File: src/rtl/tcdm_varlat_pkg.sv
// Shared helpers for the TCDM variable-latency crossbar: width helper and
// the round-robin priority scan used by the bank-side arbiter.
package tcdm_varlat_pkg;

    localparam int unsigned MAX_IN = 256;
    localparam int unsigned IDX_W  = 8;

    typedef logic [IDX_W-1:0]  idx_t;
    typedef logic [MAX_IN-1:0] req_vec_t;

    function automatic int unsigned safe_clog2(input int unsigned n);
        return (n > 1) ? $clog2(n) : 1;
    endfunction

    // First set bit of req at or above ptr, wrapping at num; returns ptr when none is set.
    function automatic idx_t rr_next_idx(input idx_t ptr, input req_vec_t req, input int unsigned num);
        idx_t        best;
        logic        found;
        int unsigned cand;
        best  = ptr;
        found = 1'b0;
        for (int unsigned k = 0; k < MAX_IN; k++) begin
            cand = 32'(ptr) + k;
            if (cand >= num) cand = cand - num;
            if (k < num && !found && req[cand[IDX_W-1:0]]) begin
                best  = cand[IDX_W-1:0];
                found = 1'b1;
            end
        end
        return best;
    endfunction

endpackage

File: src/rtl/tcdm_id_fifo_varlat.sv
// In-order ID FIFO holding the master index of each outstanding bank request.
module tcdm_id_fifo_varlat
    import tcdm_varlat_pkg::*;
#(
    parameter int unsigned DEPTH = 4,
    parameter int unsigned WIDTH = 3
) (
    input  logic             clk_i,
    input  logic             rst_i,
    input  logic             push_i,
    input  logic [WIDTH-1:0] data_i,
    input  logic             pop_i,
    output logic             full_o,
    output logic             empty_o,
    output logic [WIDTH-1:0] head_o
);

    localparam int unsigned PTR_W = safe_clog2(DEPTH);
    localparam int unsigned CNT_W = $clog2(DEPTH + 1);

    logic [WIDTH-1:0] mem_q [DEPTH];
    logic [PTR_W-1:0] wr_ptr_q, wr_ptr_d;
    logic [PTR_W-1:0] rd_ptr_q, rd_ptr_d;
    logic [CNT_W-1:0] count_q, count_d;
    logic             do_push, do_pop;

    assign full_o  = (count_q == CNT_W'(DEPTH));
    assign empty_o = (count_q == '0);
    assign head_o  = mem_q[rd_ptr_q];

    // No bypass: a push while full is dropped even if a pop happens in the same cycle.
    assign do_push = push_i & ~full_o;
    assign do_pop  = pop_i & ~empty_o;

    always_comb begin
        wr_ptr_d = wr_ptr_q;
        rd_ptr_d = rd_ptr_q;
        count_d  = count_q;
        if (do_push) wr_ptr_d = (wr_ptr_q == PTR_W'(DEPTH - 1)) ? '0 : wr_ptr_q + PTR_W'(1);
        if (do_pop)  rd_ptr_d = (rd_ptr_q == PTR_W'(DEPTH - 1)) ? '0 : rd_ptr_q + PTR_W'(1);
        case ({do_push, do_pop})
            2'b10:   count_d = count_q + CNT_W'(1);
            2'b01:   count_d = count_q - CNT_W'(1);
            default: count_d = count_q;
        endcase
    end

    always_ff @(posedge clk_i) begin
        if (rst_i) begin
            wr_ptr_q <= '0;
            rd_ptr_q <= '0;
            count_q  <= '0;
        end else begin
            wr_ptr_q <= wr_ptr_d;
            rd_ptr_q <= rd_ptr_d;
            count_q  <= count_d;
        end
    end

    always_ff @(posedge clk_i) begin
        if (do_push) mem_q[wr_ptr_q] <= data_i;
    end

endmodule

File: src/rtl/tcdm_bank_arb_varlat.sv
// Per-bank round-robin arbiter with request lock and in-order response routing
// for banks of variable (but in-order) latency.
module tcdm_bank_arb_varlat
    import tcdm_varlat_pkg::*;
#(
    parameter int unsigned NumIn          = 8,
    parameter int unsigned ReqDataWidth   = 32,
    parameter int unsigned RespDataWidth  = 32,
    parameter int unsigned MaxOutstanding = 4,
    parameter int unsigned LogNumIn       = safe_clog2(NumIn)
) (
    input  logic                                 clk_i,
    input  logic                                 rst_i,
    input  logic [NumIn-1:0]                     req_i,
    input  logic [NumIn-1:0][ReqDataWidth-1:0]   data_i,
    output logic [NumIn-1:0]                     gnt_o,
    output logic [NumIn-1:0]                     vld_o,
    output logic [RespDataWidth-1:0]             rdata_o,
    output logic                                 req_o,
    output logic [ReqDataWidth-1:0]              data_o,
    input  logic                                 gnt_i,
    input  logic                                 vld_i,
    input  logic [RespDataWidth-1:0]             rdata_i,
    output logic                                 err_o
);

    logic [LogNumIn-1:0] rr_q, rr_d;
    logic [LogNumIn-1:0] lock_idx_q, lock_idx_d;
    logic                lock_q, lock_d;
    logic                err_q, err_d;
    logic [LogNumIn-1:0] winner;
    logic [LogNumIn-1:0] head;
    logic                full, empty;
    logic                hs, pop;
    req_vec_t            req_ext;

    // A locked winner is held while it keeps requesting; otherwise scan from the rr pointer.
    always_comb begin
        req_ext              = '0;
        req_ext[NumIn-1:0]   = req_i;
        if (lock_q && req_i[lock_idx_q]) winner = lock_idx_q;
        else                             winner = LogNumIn'(rr_next_idx(IDX_W'(rr_q), req_ext, NumIn));
    end

    assign req_o   = (|req_i) & ~full & ~rst_i;
    assign hs      = req_o & gnt_i;
    assign pop     = vld_i & ~empty & ~rst_i;
    assign data_o  = data_i[winner];
    assign rdata_o = rdata_i;
    assign err_o   = err_q;

    always_comb begin
        gnt_o = '0;
        vld_o = '0;
        if (hs)  gnt_o[winner] = 1'b1;
        if (pop) vld_o[head]   = 1'b1;
    end

    always_comb begin
        rr_d       = rr_q;
        lock_d     = req_o & ~gnt_i;
        lock_idx_d = lock_d ? winner : lock_idx_q;
        err_d      = err_q | (vld_i & empty);
        if (hs) rr_d = (winner == LogNumIn'(NumIn - 1)) ? '0 : winner + LogNumIn'(1);
    end

    always_ff @(posedge clk_i) begin
        if (rst_i) begin
            rr_q       <= '0;
            lock_q     <= 1'b0;
            lock_idx_q <= '0;
            err_q      <= 1'b0;
        end else begin
            rr_q       <= rr_d;
            lock_q     <= lock_d;
            lock_idx_q <= lock_idx_d;
            err_q      <= err_d;
        end
    end

    tcdm_id_fifo_varlat #(
        .DEPTH (MaxOutstanding),
        .WIDTH (LogNumIn)
    ) u_id_fifo (
        .clk_i   (clk_i),
        .rst_i   (rst_i),
        .push_i  (hs),
        .data_i  (winner),
        .pop_i   (pop),
        .full_o  (full),
        .empty_o (empty),
        .head_o  (head)
    );

endmodule

File: config.mk
export PLATFORM = sky130hd
export DESIGN_NAME = tcdm_bank_arb_varlat
export DESIGN_NICKNAME = d
export VERILOG_FILES = /design/src/rtl/tcdm_varlat_pkg.sv /design/src/rtl/tcdm_id_fifo_varlat.sv /design/src/rtl/tcdm_bank_arb_varlat.sv
export SDC_FILE = /design/constraint.sdc
export NUM_CORES = 1
export LEC_CHECK = 0
export BUFFER_PORTS_ARGS = -buffer_cell sky130_fd_sc_hd__buf_4
export CAP_MARGIN = 30
export CORE_AREA = 5 5 144 146
export CTS_CLUSTER_SIZE = 25
export DETAILED_ROUTE_END_ITERATION = 6
export DIE_AREA = 0 0 149 151
export GPL_TIMING_DRIVEN = 1
export PLACE_DENSITY = 0.67
export REMOVE_ABC_BUFFERS = 1
export SYNTH_ARGS = -nofsm -noshare
export SYNTH_HDL_FRONTEND = slang
export SYNTH_SLANG_ARGS = --single-unit
File: constraint.sdc
create_clock -name clk_i -period 5.5 [get_ports clk_i]
set_clock_uncertainty 0.05 [all_clocks]
set_input_delay 0.275 -clock clk_i [delete_from_list [all_inputs] [get_ports clk_i]]
set_output_delay 0.275 -clock clk_i [all_outputs]
set_load 0.02 [all_outputs]
**After elaboration in Yosys (flattened, before gate mapping)**

Memories as Yosys holds them, arrays and structs flattened. A register that Yosys moved wholly into a read port is not among the register bits.
Cells that the tools add are included.

- Bits in registers: 15
- Bits in writable memories: 12
- Bits of input ports: 300
- Logic and storage cells: 162
- Memories kept: 1

Memories:

| name | depth | width | read ports | clocked after Yosys merged registers in | wr ports | line | source |
|---|---|---|---|---|---|---|---|
| u_id_fifo.mem_q | 4 | 3 | 1 | 1 | 1 | tcdm_id_fifo_varlat.sv:21 | `logic [WIDTH-1:0] mem_q [DEPTH];` |

- Add/sub/neg operators: 20
- Order comparisons: 21
- Equality and inequality tests: 6
- Multiplexer cells: 73
- Bitwise operators: 14
- Reductions and logical operators: 20

Operators with widths:

| kind | number |
|---|---|
| 2-to-1 mux 8 bit | 18 |
| binary-select mux 32 bit (select 3 bit) | 1 |
| < comparator 8 x 9 -> 1 bit (second input constant) | 8 |
| binary-select mux 1 bit (select 8 bit) | 8 |
| subtractor 4 x 4 -> 5 bit (second input constant) | 7 |
| 2-to-1 mux 32 bit | 1 |
| 2-to-1 mux 3 bit | 10 |
| >= comparator 4 bit (second input constant) | 7 |
| 2-to-1 mux 1 bit | 27 |
| adder 3 x 3 -> 4 bit (second input constant) | 4 |
| < comparator 3 x 4 -> 1 bit (second input constant) | 3 |
| logical AND 1 bit | 10 |
| AND 1 bit | 9 |
| adder 3 x 2 -> 4 bit (second input constant) | 2 |
| 2-to-1 mux 2 bit | 4 |
| OR reduction 8 bit | 1 |
| zero test 1 bit | 7 |
| adder 3 x 1 -> 3 bit (second input constant) | 2 |
| demux 1 bit (select 3 bit) | 2 |
| == test 2 bit (second input constant) | 3 |
| == test 3 bit (second input constant) | 2 |
| >= comparator 3 x 1 -> 1 bit (second input constant) | 2 |
| case mux 3 bit (2 select lines) | 1 |
| subtractor 3 x 4 -> 5 bit (second input constant) | 1 |
| 10 further kinds | 14 |

**Logic depth before layout (Yosys ltp)**

Gate-level depths: netlist (run 1).

- Word-level depth: 41
- Mapped depth: 17

**By module**

Synthesis (run 1) repeated with hierarchy kept, for this count alone.

- Cells, all modules: 546
- Area total of the unflattened synthesis: 5097.4 um^2

By module, submodules not included:

| module | instances | cells an instance | area an instance (um^2) | seq. area each (um^2) |
|---|---|---|---|---|
| tcdm_bank_arb_varlat | 1 | 477 | 4171.5 | 160.2 |
| tcdm_id_fifo_varlat | 1 | 69 | 925.9 | 540.5 |

**Least setup slack after synthesis (run 1)**

OpenSTA, ideal clock, no wires.

- Path type: register to output
- Start point: register rr_q[2]
- End point: output data_o[17]
- Arrival: 3.749 ns
- Data required time: 5.175 ns
- Slack: 1.426 ns
- Stages on the path, launching flop included: 14
- Path buffers: 2
- Cell sequence: dfxtp_1 buf_2 inv_1 ha_1 mux4_2 mux2i_1 o211ai_4 and4b_4 a221oi_4 xnor2_2 mux2i_4 and2_4 buf_6 a221oi_1

- Longest elaborated chain between the ends: 37
- Elaborated cells on any way between the ends: 94

Ends and longest elaborated chain:

| element | line | source |
|---|---|---|
| from (decl) | tcdm_bank_arb_varlat.sv:27 | `logic [LogNumIn-1:0] rr_q, rr_d;` |
| from (signal assigned) | tcdm_bank_arb_varlat.sv:74 | `rr_q <= rr_d;` |
| branches (longest 33 deep; another with subtractor 4 x 4 -> 5 bit) | n/a |  |
| 2-to-1 mux 3 bit * | tcdm_varlat_pkg.sv:25 | `if (k < num && !found && req[cand[IDX_W-1:0]]) begin` |
| 2-to-1 mux 3 bit * | tcdm_bank_arb_varlat.sv:41 | `if (lock_q && req_i[lock_idx_q]) winner = lock_idx_q;` |
| binary-select mux 32 bit (select 3 bit) * | tcdm_bank_arb_varlat.sv:48 | `assign data_o = data_i[winner];` |
| 2-to-1 mux 32 bit (implied by the code) * | tcdm_bank_arb_varlat.sv:48 |  |
| to (decl) | tcdm_bank_arb_varlat.sv:20 | `output logic [ReqDataWidth-1:0] data_o,` |

Mark *: on every way between the ends. The select of a mux whose other input is x is not followed.

**Worst setup path after layout (run 1)**

Same ends and word-level chain as after synthesis.

==> impl_metrics.csv, run 1 <==
group,metric,value,unit
drt,ant_nets,0,
worst_setup_path,r2r_setup_slack,1.27,ns
floorplanning,num_io_pins,382,
power,powerDensity,410,nW/um^2
worst_setup_path,path_cells,"buf_4, inv_1, ha_1, mux4_2, mux2i_1, o21ai_1, mux2i_1, a32oi_1, o21ai_2, nand2_8, buf_12, mux2_2, o22ai_1, a221oi_1, buf_4",
sta,setup_violations,0,
worst_setup_path,arrival,4.83,ns
worst_setup_path,critPathBufInv,4,
hold_path,hp-class,"input port to register",
clock_network,post_cts_buffers,0,
drt,vias_per_cell,4.98,
synthesis,synth_top_cell_by_area,"mux2i_1",
floorplanning,dieHeight,151,microns
floorplanning,dieArea,22500,sq um
sta,tns,0,ns
worst_setup_path,crit_type,"register to primary output",
clock_network,worstSkewPairLatency,0.27,ns
flow_run,cap_viol_max_count,0,
sta,worst_pin_slew,0.594,ns
drt,drc,0,
hold_path,whs_endpoint,"err_o",
clock_network,clockBufferDepth,2,
placed_design,dp_hpwl,17600,microns
layout,nets,1072,
drt,first_iter_violations,183,
worst_setup_path,r2r_start,"rr_q[2]",
layout,drive_above_1_share,0.576,
grt,grt_start_max_net_pins,75,
grt,grt-ovfl-total,0,
worst_setup_path,r2r_end,"rr_q[2]",
power,max-vdd-ir-drop,0.205,mV
sta,hold_viol_final,0,
drt,via_count,5111,
drt,drtPass1Iterations,4,
synthesis,synth_top_area_frac,0.147,
clock_network,cts_root_buf,"clkbuf_16",
sta,whs,0.191,ns
power,power,3.06,mW
clock_network,cts.sinks,29,
layout,nFillCells,1990,
grt,grt_pass1_wl,30300,microns
run_status,status,"finished clean",
worst_setup_path,cp.required,5.18,ns
sta,relSlewSlack,0.604,
synthesis,syn_inst,494,
synthesis,ys_seq_elements,29,
clock_network,postCtsHoldBufs,0,
synthesis,netlist_area,4980,sq um
sta,min_period,5.15,ns
placed_design,place.gp.congestion,0.931,
worst_setup_path,worst_setup_path_end_kind,"primary output",
layout,area_growth,49.9,%
synthesis,synth_cell_type_count,62,
worst_setup_path,startpoint_type,"register",
clock_network,cts_resized,0,
clock_network,clk_pin_slew_worst_paths,0.05,ns
synthesis,yosys-top-cells-area,"mux2i_1, a221oi_2, mux2_1",
clock_network,h-tree-depth,2,
worst_setup_path,cp_max_fo,74,
power,leakage,3.22,nW
grt,grt_pass1_vias,5238,
layout,finalNonFillerCells,1027,
floorplanning,die_w,149,microns
hold_path,hp-start,"vld_i",
floorplanning,std_cell_rows,51,
sta,finalCritPeriodShare,0.937,
sta,finalWorstSetupSlack,0.345,ns
sta,grt_setup_unrepaired,"false",
grt,grt.total_usage,0.174,
worst_setup_path,cp_slowest_stage_delay,0.53,ns
worst_setup_path,cpMaxStageDelayCell,"mux4_2",
floorplanning,start_util,0.258,
sta,slew_viol_final,0,
hold_path,holdPathStages,3,
placed_design,dp.cells,1017,
clock_network,cts_tree,"built",
drt,wl_per_cell,20.5,microns
floorplanning,coreArea,19300,sq um
clock_network,cts_buffers,5,
placed_design,post-place-ws,0.681,ns
synthesis,synth_area_per_cell,10.1,sq um
synthesis,ys_warn_count,0,
placed_design,io_buffers,317,
grt,antenna_found_initial,3,
worst_setup_path,reg2regPathDepth,13,
drt,wirelength,21100,microns
worst_setup_path,crit_family,"multiplexers",
sta,clock.fmax,194,MHz
synthesis,synth.yosys.seq_area_share,0.141,
==> cell type report <==
cell class | instances | area (sq um) | share of cell area
diodes | 2 | 5.00 | 0.000670
clock buffers | 5 | 125 | 0.0168
multi-input cells | 381 | 3720 | 0.499
repair buffers | 327 | 2480 | 0.332
inverters | 15 | 58.8 | 0.00788
clock inverters | 3 | 41.3 | 0.00553
well taps | 265 | 332 | 0.0444
flip-flops and latches | 29 | 701 | 0.0938
==> registers in the layout, summed over array words and instances, names as in the netlist, named ones only <==
register	cells
rr_q	3
lock_idx_q	3
u_id_fifo.mem_q	12
lock_q	1
u_id_fifo.count_q	3
err_o	1
u_id_fifo.wr_ptr_q	2
u_id_fifo.rd_ptr_q	2
==> cell families (layout without fill, tap and decap cells) <==
family | after synthesis | in the layout | synth area share
multiplexers | 163 | 163 | 0.400
other | 0 | 2 | 0
XOR/XNOR | 5 | 5 | 0.0178
adder cells (fa/ha/maj) | 13 | 13 | 0.0342
buffers and inverters | 84 | 350 | 0.115
flip-flops | 29 | 29 | 0.141
AND/OR/NAND/NOR | 97 | 97 | 0.0967
AO/OA/AOI/OAI | 103 | 103 | 0.196
==> power breakdown <==
group / switching (mW) / internal [mW] / leakage (nW)
registers: 0.0134 / 0.255 / 0.250
clock network: 0.0909 / 0.211 / 0.0775
logic: 1.37 / 1.12 / 2.90
==> metal layers <==
| layer | wire, microns | GRT usage |
|---|---|---|
| met4 | 551 | 0.0513 |
| met3 | 2280 | 0.0685 |
| met1 | 7590 | 0.199 |
| met5 | 20 | 0 |
| met2 | 10600 | 0.302 |
==> per-stage QoR <==
stage / util / instance area [sq um]
final: 0.387 / 7470
after global routing: 0.387 / 7470
after CTS: 0.387 / 7460
after floorplan: - / 4470
after global placement: 0.379 / 7290
after detailed placement: 0.379 / 7290
==> synth_stat cells, drive strengths merged <==
| library cell | number |
|---|---|
| mux2i | 78 |
| mux2 | 68 |
| buf | 65 |
| nor2 | 41 |
| a221oi | 35 |
| o22ai | 32 |
| nand2 | 20 |
| dfxtp | 17 |
| mux4 | 17 |
| inv | 15 |
| edfxtp | 12 |
| ha | 12 |
| a21oi | 11 |
| nor3 | 8 |
| o21ai | 8 |
| nand2b | 7 |
| a211oi | 4 |
| and3 | 4 |
| clkbuf | 4 |
| nor2b | 4 |
| and2 | 3 |
| nor4 | 3 |
| xnor2 | 3 |
| o211ai | 2 |
| or3 | 2 |
| xor2 | 2 |
| a2111oi | 1 |
| a21o | 1 |
| a22o | 1 |
| a22oi | 1 |
| a311oi | 1 |
| a31oi | 1 |
| a32oi | 1 |
| and4b | 1 |
| fa | 1 |
| nand3 | 1 |
| nand3b | 1 |
| nand4b | 1 |
| o211a | 1 |
| o21a | 1 |
| o31a | 1 |
| o31ai | 1 |
| or2 | 1 |
==> layout by cell type, fill, tap and decap left out, types with 6 or more instances in the layout <==
cell type,count
a221oi_2,30
mux2i_1,73
inv_1,12
o22ai_1,32
dfxtp_1,17
buf_4,325
mux2_2,32
mux2_1,36
nor3_1,8
nand2_1,17
mux4_2,17
a21oi_1,10
ha_1,12
edfxtp_1,12
nor2_1,39
nand2b_1,6
==> how the worst max path moves through the flow <==
stage	startpoint	endpoint	slack, ns	cells after the start
CTS	rr_q[2]	data_o[17]	0.39	15
detailed placement	rr_q[2]	data_o[17]	0.68	15
global route	rr_q[2]	data_o[17]	0.04	15
global placement	rr_q[2]	data_o[2]	0.77	16
floorplan	rr_q[2]	data_o[17]	0.28	12
finish	rr_q[2]	data_o[17]	0.35	15
==> worst reg2reg max path, stage by stage, from the launching register on <==
cell	delay, ns
dfxtp_1	0.30
buf_4	0.22
inv_1	0.16
ha_1	0.46
mux4_2	0.53
mux2i_1	0.38
o21ai_1	0.22
mux2i_1	0.16
a32oi_1	0.26
o21ai_2	0.13
nand2_8	0.35
buf_12	0.45
a211oi_1	0.17
a2111oi_2	0.29
Power figures use the tool's default switching activity.
==> run 2: changes to the inputs <==
--- a/config.mk
+++ b/config.mk
@@ -5,14 +5,14 @@
 export SDC_FILE = /design/constraint.sdc
 export NUM_CORES = 1
 export LEC_CHECK = 0
-export BUFFER_PORTS_ARGS = -buffer_cell sky130_fd_sc_hd__buf_4
 export CAP_MARGIN = 30
-export CORE_AREA = 5 5 144 146
+export CORE_AREA = 5 5 146 148
 export CTS_CLUSTER_SIZE = 25
 export DETAILED_ROUTE_END_ITERATION = 6
-export DIE_AREA = 0 0 149 151
+export DIE_AREA = 0 0 151 153
+export DONT_BUFFER_PORTS = 1
 export GPL_TIMING_DRIVEN = 1
-export PLACE_DENSITY = 0.67
+export PLACE_DENSITY = 0.49
 export REMOVE_ABC_BUFFERS = 1
 export SYNTH_ARGS = -nofsm -noshare
 export SYNTH_HDL_FRONTEND = slang
==> impl_metrics.csv, run 2 (synthesis gave the netlist of run 1 again) <==
group,metric,value,unit
drt,ant_nets,0,
drt,first_iter_violations,195,
worst_setup_path,arrival,4.65,ns
sta,slew_viol_final,0,
clock_network,postCtsHoldBufs,0,
clock_network,cts_tree,"built",
grt,grt_pass1_vias,4003,
floorplanning,die_w,151,microns
sta,relSlewSlack,0.531,
layout,layout_commonest_cell,"mux2i_1",
layout,drive_above_1_share,0.273,
sta,whs,0.0175,ns
clock_network,cts_buffers,5,
worst_setup_path,cp_max_fo,32,
floorplanning,coreArea,19900,sq um
hold_path,whs_endpoint,"rr_q[2]",
sta,finalCritPeriodShare,0.904,
sta,hold_viol_final,0,
floorplanning,dieArea,23100,sq um
layout,multi_input_area,3720,sq um
drt,drtPass1Iterations,4,
worst_setup_path,cp.required,5.18,ns
worst_setup_path,startpoint_type,"register",
worst_setup_path,reg2regPathDepth,14,
drt,vias_per_cell,5.51,
clock_network,h-tree-depth,2,
clock_network,worstSkewPairLatency,0.27,ns
sta,tns,0,ns
layout,largest_reg_flops,12,
power,leakage,1.69,nW
sta,clock.fmax,201,MHz
drt,wl_per_cell,26.8,microns
flow_run,cap_viol_max_count,0,
grt,grt_start_max_net_pins,71,
sta,grt_setup_unrepaired,"false",
clock_network,cts.sinks,29,
placed_design,dp_hpwl,16200,microns
floorplanning,num_io_pins,382,
hold_path,holdPathStages,1,
power,power,2.54,mW
layout,nets,756,
floorplanning,std_cell_rows,52,
drt,via_count,3976,
drt,wirelength,19400,microns
worst_setup_path,r2r_start,"rr_q[2]",
power,max-vdd-ir-drop,0.235,mV
power,powerDensity,498,nW/um^2
grt,antenna_found_initial,13,
layout,finalNonFillerCells,721,
placed_design,dp.cells,706,
hold_path,hp-class,"input port to register",
sta,setup_violations,0,
drt,drc,0,
worst_setup_path,crit_type,"register to primary output",
layout,nFillCells,2164,
floorplanning,dieHeight,153,microns
worst_setup_path,worst_setup_path_end_kind,"primary output",
sta,min_period,4.97,ns
worst_setup_path,r2r_end,"rr_q[2]",
clock_network,clk_pin_slew_worst_paths,0.05,ns
clock_network,clockBufferDepth,2,
sta,worst_pin_slew,0.698,ns
clock_network,cts_root_buf,"clkbuf_16",
placed_design,place.gp.congestion,0.908,
grt,grt-ovfl-total,0,
grt,grt_pass1_wl,27500,microns
worst_setup_path,crit_start,"rr_q[2]",
layout,top_register,"u_id_fifo.mem_q",
layout,regArea,702,sq um
run_status,status,"finished clean",
worst_setup_path,r2r_setup_slack,1.36,ns
hold_path,hp-start,"rst_i",
grt,grt.total_usage,0.157,
layout,area_growth,2.31,%
placed_design,io_buffers,0,
floorplanning,start_util,0.250,
layout,mostFrequentLayoutCells,"mux2i_1, nor2_1, mux2_1",
==> run 2: critical path, cell delays in order, from the launching register on <==
cell,delay (ns)
dfxtp_2,0.53
inv_1,0.22
ha_1,0.46
mux4_2,0.53
mux2i_1,0.42
o211ai_4,0.15
and4b_4,0.39
a221oi_4,0.04
xnor2_2,0.17
mux2i_4,0.24
inv_4,0.12
nand2b_2,0.08
buf_4,0.35
o22ai_1,0.14
a221oi_2,0.50
==> run 2: what timing repair did <==
item,in CTS,in global routing
buffers inserted,0,0
gates resized for setup,0,1
endpoints found under the setup margin,0,26
==> run 2: cell type report <==
type | instances | area share
multi-input combinational | 381 | 0.731
sequential | 29 | 0.138
tap | 270 | 0.0663
clock buffer | 7 | 0.0260
timing repair buffer | 11 | 0.0236
inverter | 15 | 0.0115
antenna | 7 | 0.00344
clock inverter | 1 | 0.000737
==> run 2: metrics by stage <==
stage / instance area, sq um / worst slack, ns / utilization
after global placement: 4940 / 0.675 / 0.248
after global routing: 5090 / 0.206 / 0.256
after detailed placement: 4940 / 0.508 / 0.248
after floorplan: 4470 / 0.282 / -
final: 5100 / 0.526 / 0.256
after CTS: 5080 / 0.197 / 0.255
==> run 2: worst max path at each step <==
| stage | cells after the start | endpoint | slack (ns) |
|---|---|---|---|
| floorplan | 12 | data_o[17] | 0.28 |
| global placement | 14 | data_o[20] | 0.68 |
| detailed placement | 14 | data_o[1] | 0.51 |
| CTS | 14 | data_o[1] | 0.20 |
| global route | 14 | data_o[20] | 0.21 |
| finish | 14 | data_o[1] | 0.53 |
==> run 2: layer usage <==
metal  global-route usage  wire (microns)  vias up
li1                     -               -     1789
met1                0.188            7060     1889
met2                0.258            9480      249
met3               0.0717            2350       37
met4               0.0341             373       12
met5                    0              88        -
==> run 2: report_power, final <==
| group | leakage (nW) | switching [mW] | internal (mW) |
|---|---|---|---|
| logic | 1.37 | 1.26 | 0.759 |
| clock network | 0.0656 | 0.0850 | 0.165 |
| registers | 0.250 | 0.0187 | 0.255 |
==> run 3: changes to the inputs <==
--- a/config.mk
+++ b/config.mk
@@ -5,6 +5,7 @@
 export SDC_FILE = /design/constraint.sdc
 export NUM_CORES = 1
 export LEC_CHECK = 0
+export ABC_AREA = 1
 export CAP_MARGIN = 30
 export CORE_AREA = 5 5 146 148
 export CTS_CLUSTER_SIZE = 25
@@ -12,7 +13,7 @@
 export DIE_AREA = 0 0 151 153
 export DONT_BUFFER_PORTS = 1
 export GPL_TIMING_DRIVEN = 1
-export PLACE_DENSITY = 0.49
+export PLACE_DENSITY = 0.51
 export REMOVE_ABC_BUFFERS = 1
 export SYNTH_ARGS = -nofsm -noshare
 export SYNTH_HDL_FRONTEND = slang
==> impl_metrics.csv, run 3 <==
group,metric,value,unit
worst_setup_path,worst_setup_path_end_kind,"primary output",
worst_setup_path,crit_type,"register to primary output",
drt,drtPass1Iterations,4,
floorplanning,dieArea,23100,sq um
run_status,status,"finished clean",
clock_network,clk_pin_slew_worst_paths,0.05,ns
worst_setup_path,cp_max_fo,17,
synthesis,ys_seq_elements,29,
floorplanning,dieHeight,153,microns
hold_path,holdPathStages,1,
layout,mostFrequentLayoutCells,"nand2_1, inv_1, o211ai_1",
layout,area_growth,1.13,%
sta,hold_viol_final,0,
worst_setup_path,path_cells,"inv_1, ha_1, inv_1, nand3_2, nand2_1, nand2_1, nand3_2, nand4_4, nor2_4, nand2_1, o21ai_1, inv_1, nand2_1, nand2_1, a21oi_4, nand2_1, nor3_1",
drt,ant_nets,0,
sta,tns,0,ns
synthesis,synth.most_common_cell,"nand2_1",
floorplanning,die_w,151,microns
drt,first_iter_violations,352,
synthesis,syn_inst,1015,
clock_network,cts_resized,0,
layout,largest_reg_flops,12,
worst_setup_path,cp_common_cell,"nand2_1",
grt,grt.total_usage,0.167,
synthesis,synth.yosys.seq_area_share,0.132,
power,leakage,2.94,nW
synthesis,netlist_area,5300,sq um
worst_setup_path,crit_family,"simple AND/OR/NAND/NOR gates",
sta,min_period,4.56,ns
sta,relSlewSlack,0.507,
worst_setup_path,startpoint_type,"register",
clock_network,cts_tree,"built",
layout,nets,1264,
worst_setup_path,critPathBufInv,3,
clock_network,h-tree-depth,2,
grt,grt-ovfl-total,0,
synthesis,synthFlopType,"dfxtp_1",
layout,top_register,"u_id_fifo.mem_q",
drt,drc,0,
synthesis,synth_enable_flop_cells,12,
power,powerDensity,687,nW/um^2
power,power,3.68,mW
layout,layout_commonest_cell,"nand2_1",
hold_path,hp-class,"input port to register",
synthesis,synth_top_area_frac,0.402,
synthesis,ys_warn_count,0,
drt,wl_per_cell,17.0,microns
worst_setup_path,r2r_start,"rr_q[1]",
worst_setup_path,reg2regPathDepth,20,
clock_network,worstSkewPairLatency,0.27,ns
placed_design,postPlaceCellArea,5220,sq um
layout,post-route-util,0.269,
sta,slew_viol_final,0,
flow_run,cap_viol_max_count,0,
worst_setup_path,r2r_setup_slack,1.60,ns
drt,via_count,5868,
grt,grt_start_max_net_pins,116,
synthesis,yosys-top-cells-area,"nand2_1, o211ai_1, inv_1",
clock_network,cts_root_buf,"clkbuf_16",
sta,clock.fmax,219,MHz
sta,worst_pin_slew,0.734,ns
worst_setup_path,arrival,4.24,ns
layout,drive_above_1_share,0.0420,
worst_setup_path,r2r_end,"rr_q[2]",
synthesis,synth_common_cells,"nand2_1, inv_1, o211ai_1",
drt,wirelength,20800,microns
hold_path,whs_endpoint,"err_o",
placed_design,place.gp.congestion,0.869,
floorplanning,coreArea,19900,sq um
drt,vias_per_cell,4.80,
grt,grt_pass1_vias,5451,
synthesis,synth_cell_type_count,41,
clock_network,cts.sinks,29,
sta,finalCritPeriodShare,0.830,
synthesis,synth_area_per_cell,5.22,sq um
grt,antenna_found_initial,1,
floorplanning,start_util,0.266,
layout,antenna_cells,0,
sta,grt_setup_unrepaired,"false",
grt,grt_pass1_wl,30500,microns
hold_path,hp-start,"rst_i",
synthesis,synth_top_cell_by_area,"nand2_1",
clock_network,clockBufferDepth,2,
floorplanning,num_io_pins,382,
layout,fin_area,5360,sq um
placed_design,dp_hpwl,16700,microns
worst_setup_path,cpMaxStageDelayCell,"nor3_1",
sta,whs,0.0211,ns
clock_network,cts_buffers,5,
worst_setup_path,cp.required,5.18,ns
placed_design,io_buffers,0,
floorplanning,std_cell_rows,52,
clock_network,post_cts_buffers,0,
synthesis,async_flop_share,0,
worst_setup_path,cp_slowest_stage_delay,0.62,ns
clock_network,postCtsHoldBufs,0,
sta,setup_violations,0,
power,max-vdd-ir-drop,0.232,mV
run 3: layer usage:
metal	vias to the layer above	global-route usage	routed length, microns
li1	3000	-	-
met1	2551	0.226	9080
met2	299	0.255	9050
met3	14	0.0714	2480
met4	4	0.0155	86
met5	-	0.0370	116
run 3: how the worst max path moves through the flow:
| stage | from | end | slack [ns] | cells past startpoint |
|---|---|---|---|---|
| after global routing | rr_q[0] | data_o[25] | 0.56 | 20 |
| final | rr_q[1] | gnt_o[4] | 0.94 | 17 |
| after detailed placement | rr_q[1] | gnt_o[4] | 1.25 | 17 |
| after floorplan | rr_q[0] | gnt_o[2] | 0.99 | 17 |
| after global placement | rr_q[1] | gnt_o[4] | 1.29 | 17 |
| after CTS | rr_q[1] | gnt_o[4] | 0.95 | 17 |
run 3: power breakdown:
| group | switching, mW | internal, mW | leakage [nW] |
|---|---|---|---|
| clock | 0.0868 | 0.163 | 0.0687 |
| combinational | 2.33 | 0.816 | 2.62 |
| sequential | 0.0244 | 0.265 | 0.249 |
| total | 2.44 | 1.24 | 2.94 |
run 3: metrics by stage:
step / setup WS, ns / cells
floorplan: 0.993 / 931
global placement: 1.29 / 1214
detailed placement: 1.25 / 1214
CTS: 0.947 / 1222
global route: 0.564 / 1222
finish: 0.937 / 1222
run 3: cell families (layout without fill, tap and decap cells):
group | count (synthesis) | count (layout) | synth area share
AND/OR/NAND/NOR | 660 | 660 | 0.494
flip-flops | 29 | 29 | 0.132
adder cells (fa/ha/maj) | 13 | 13 | 0.0321
XOR/XNOR | 2 | 2 | 0.00614
buffers and inverters | 198 | 135 | 0.188
AO/OA/AOI/OAI | 113 | 113 | 0.147
run 3: final cells by class:
cell class | instances | area [sq um]
multi-input cells | 788 | 3630
well taps | 270 | 338
clock buffers | 5 | 125
clock inverters | 3 | 12.5
inverters | 114 | 428
fillers | 2343 | 14600
flip-flops and latches | 29 | 701
repair buffers | 13 | 123
run 3: worst reg2reg max path, delay by kind of cell (launching register included):
family / cells / cell delay, ns
AOI/OAI and AO/OA: 2 / 0.68
adders and majority gates: 1 / 0.42
buffers and inverters: 5 / 0.95
DFF: 1 / 0.53
and+or+nand+nor: 12 / 1.23
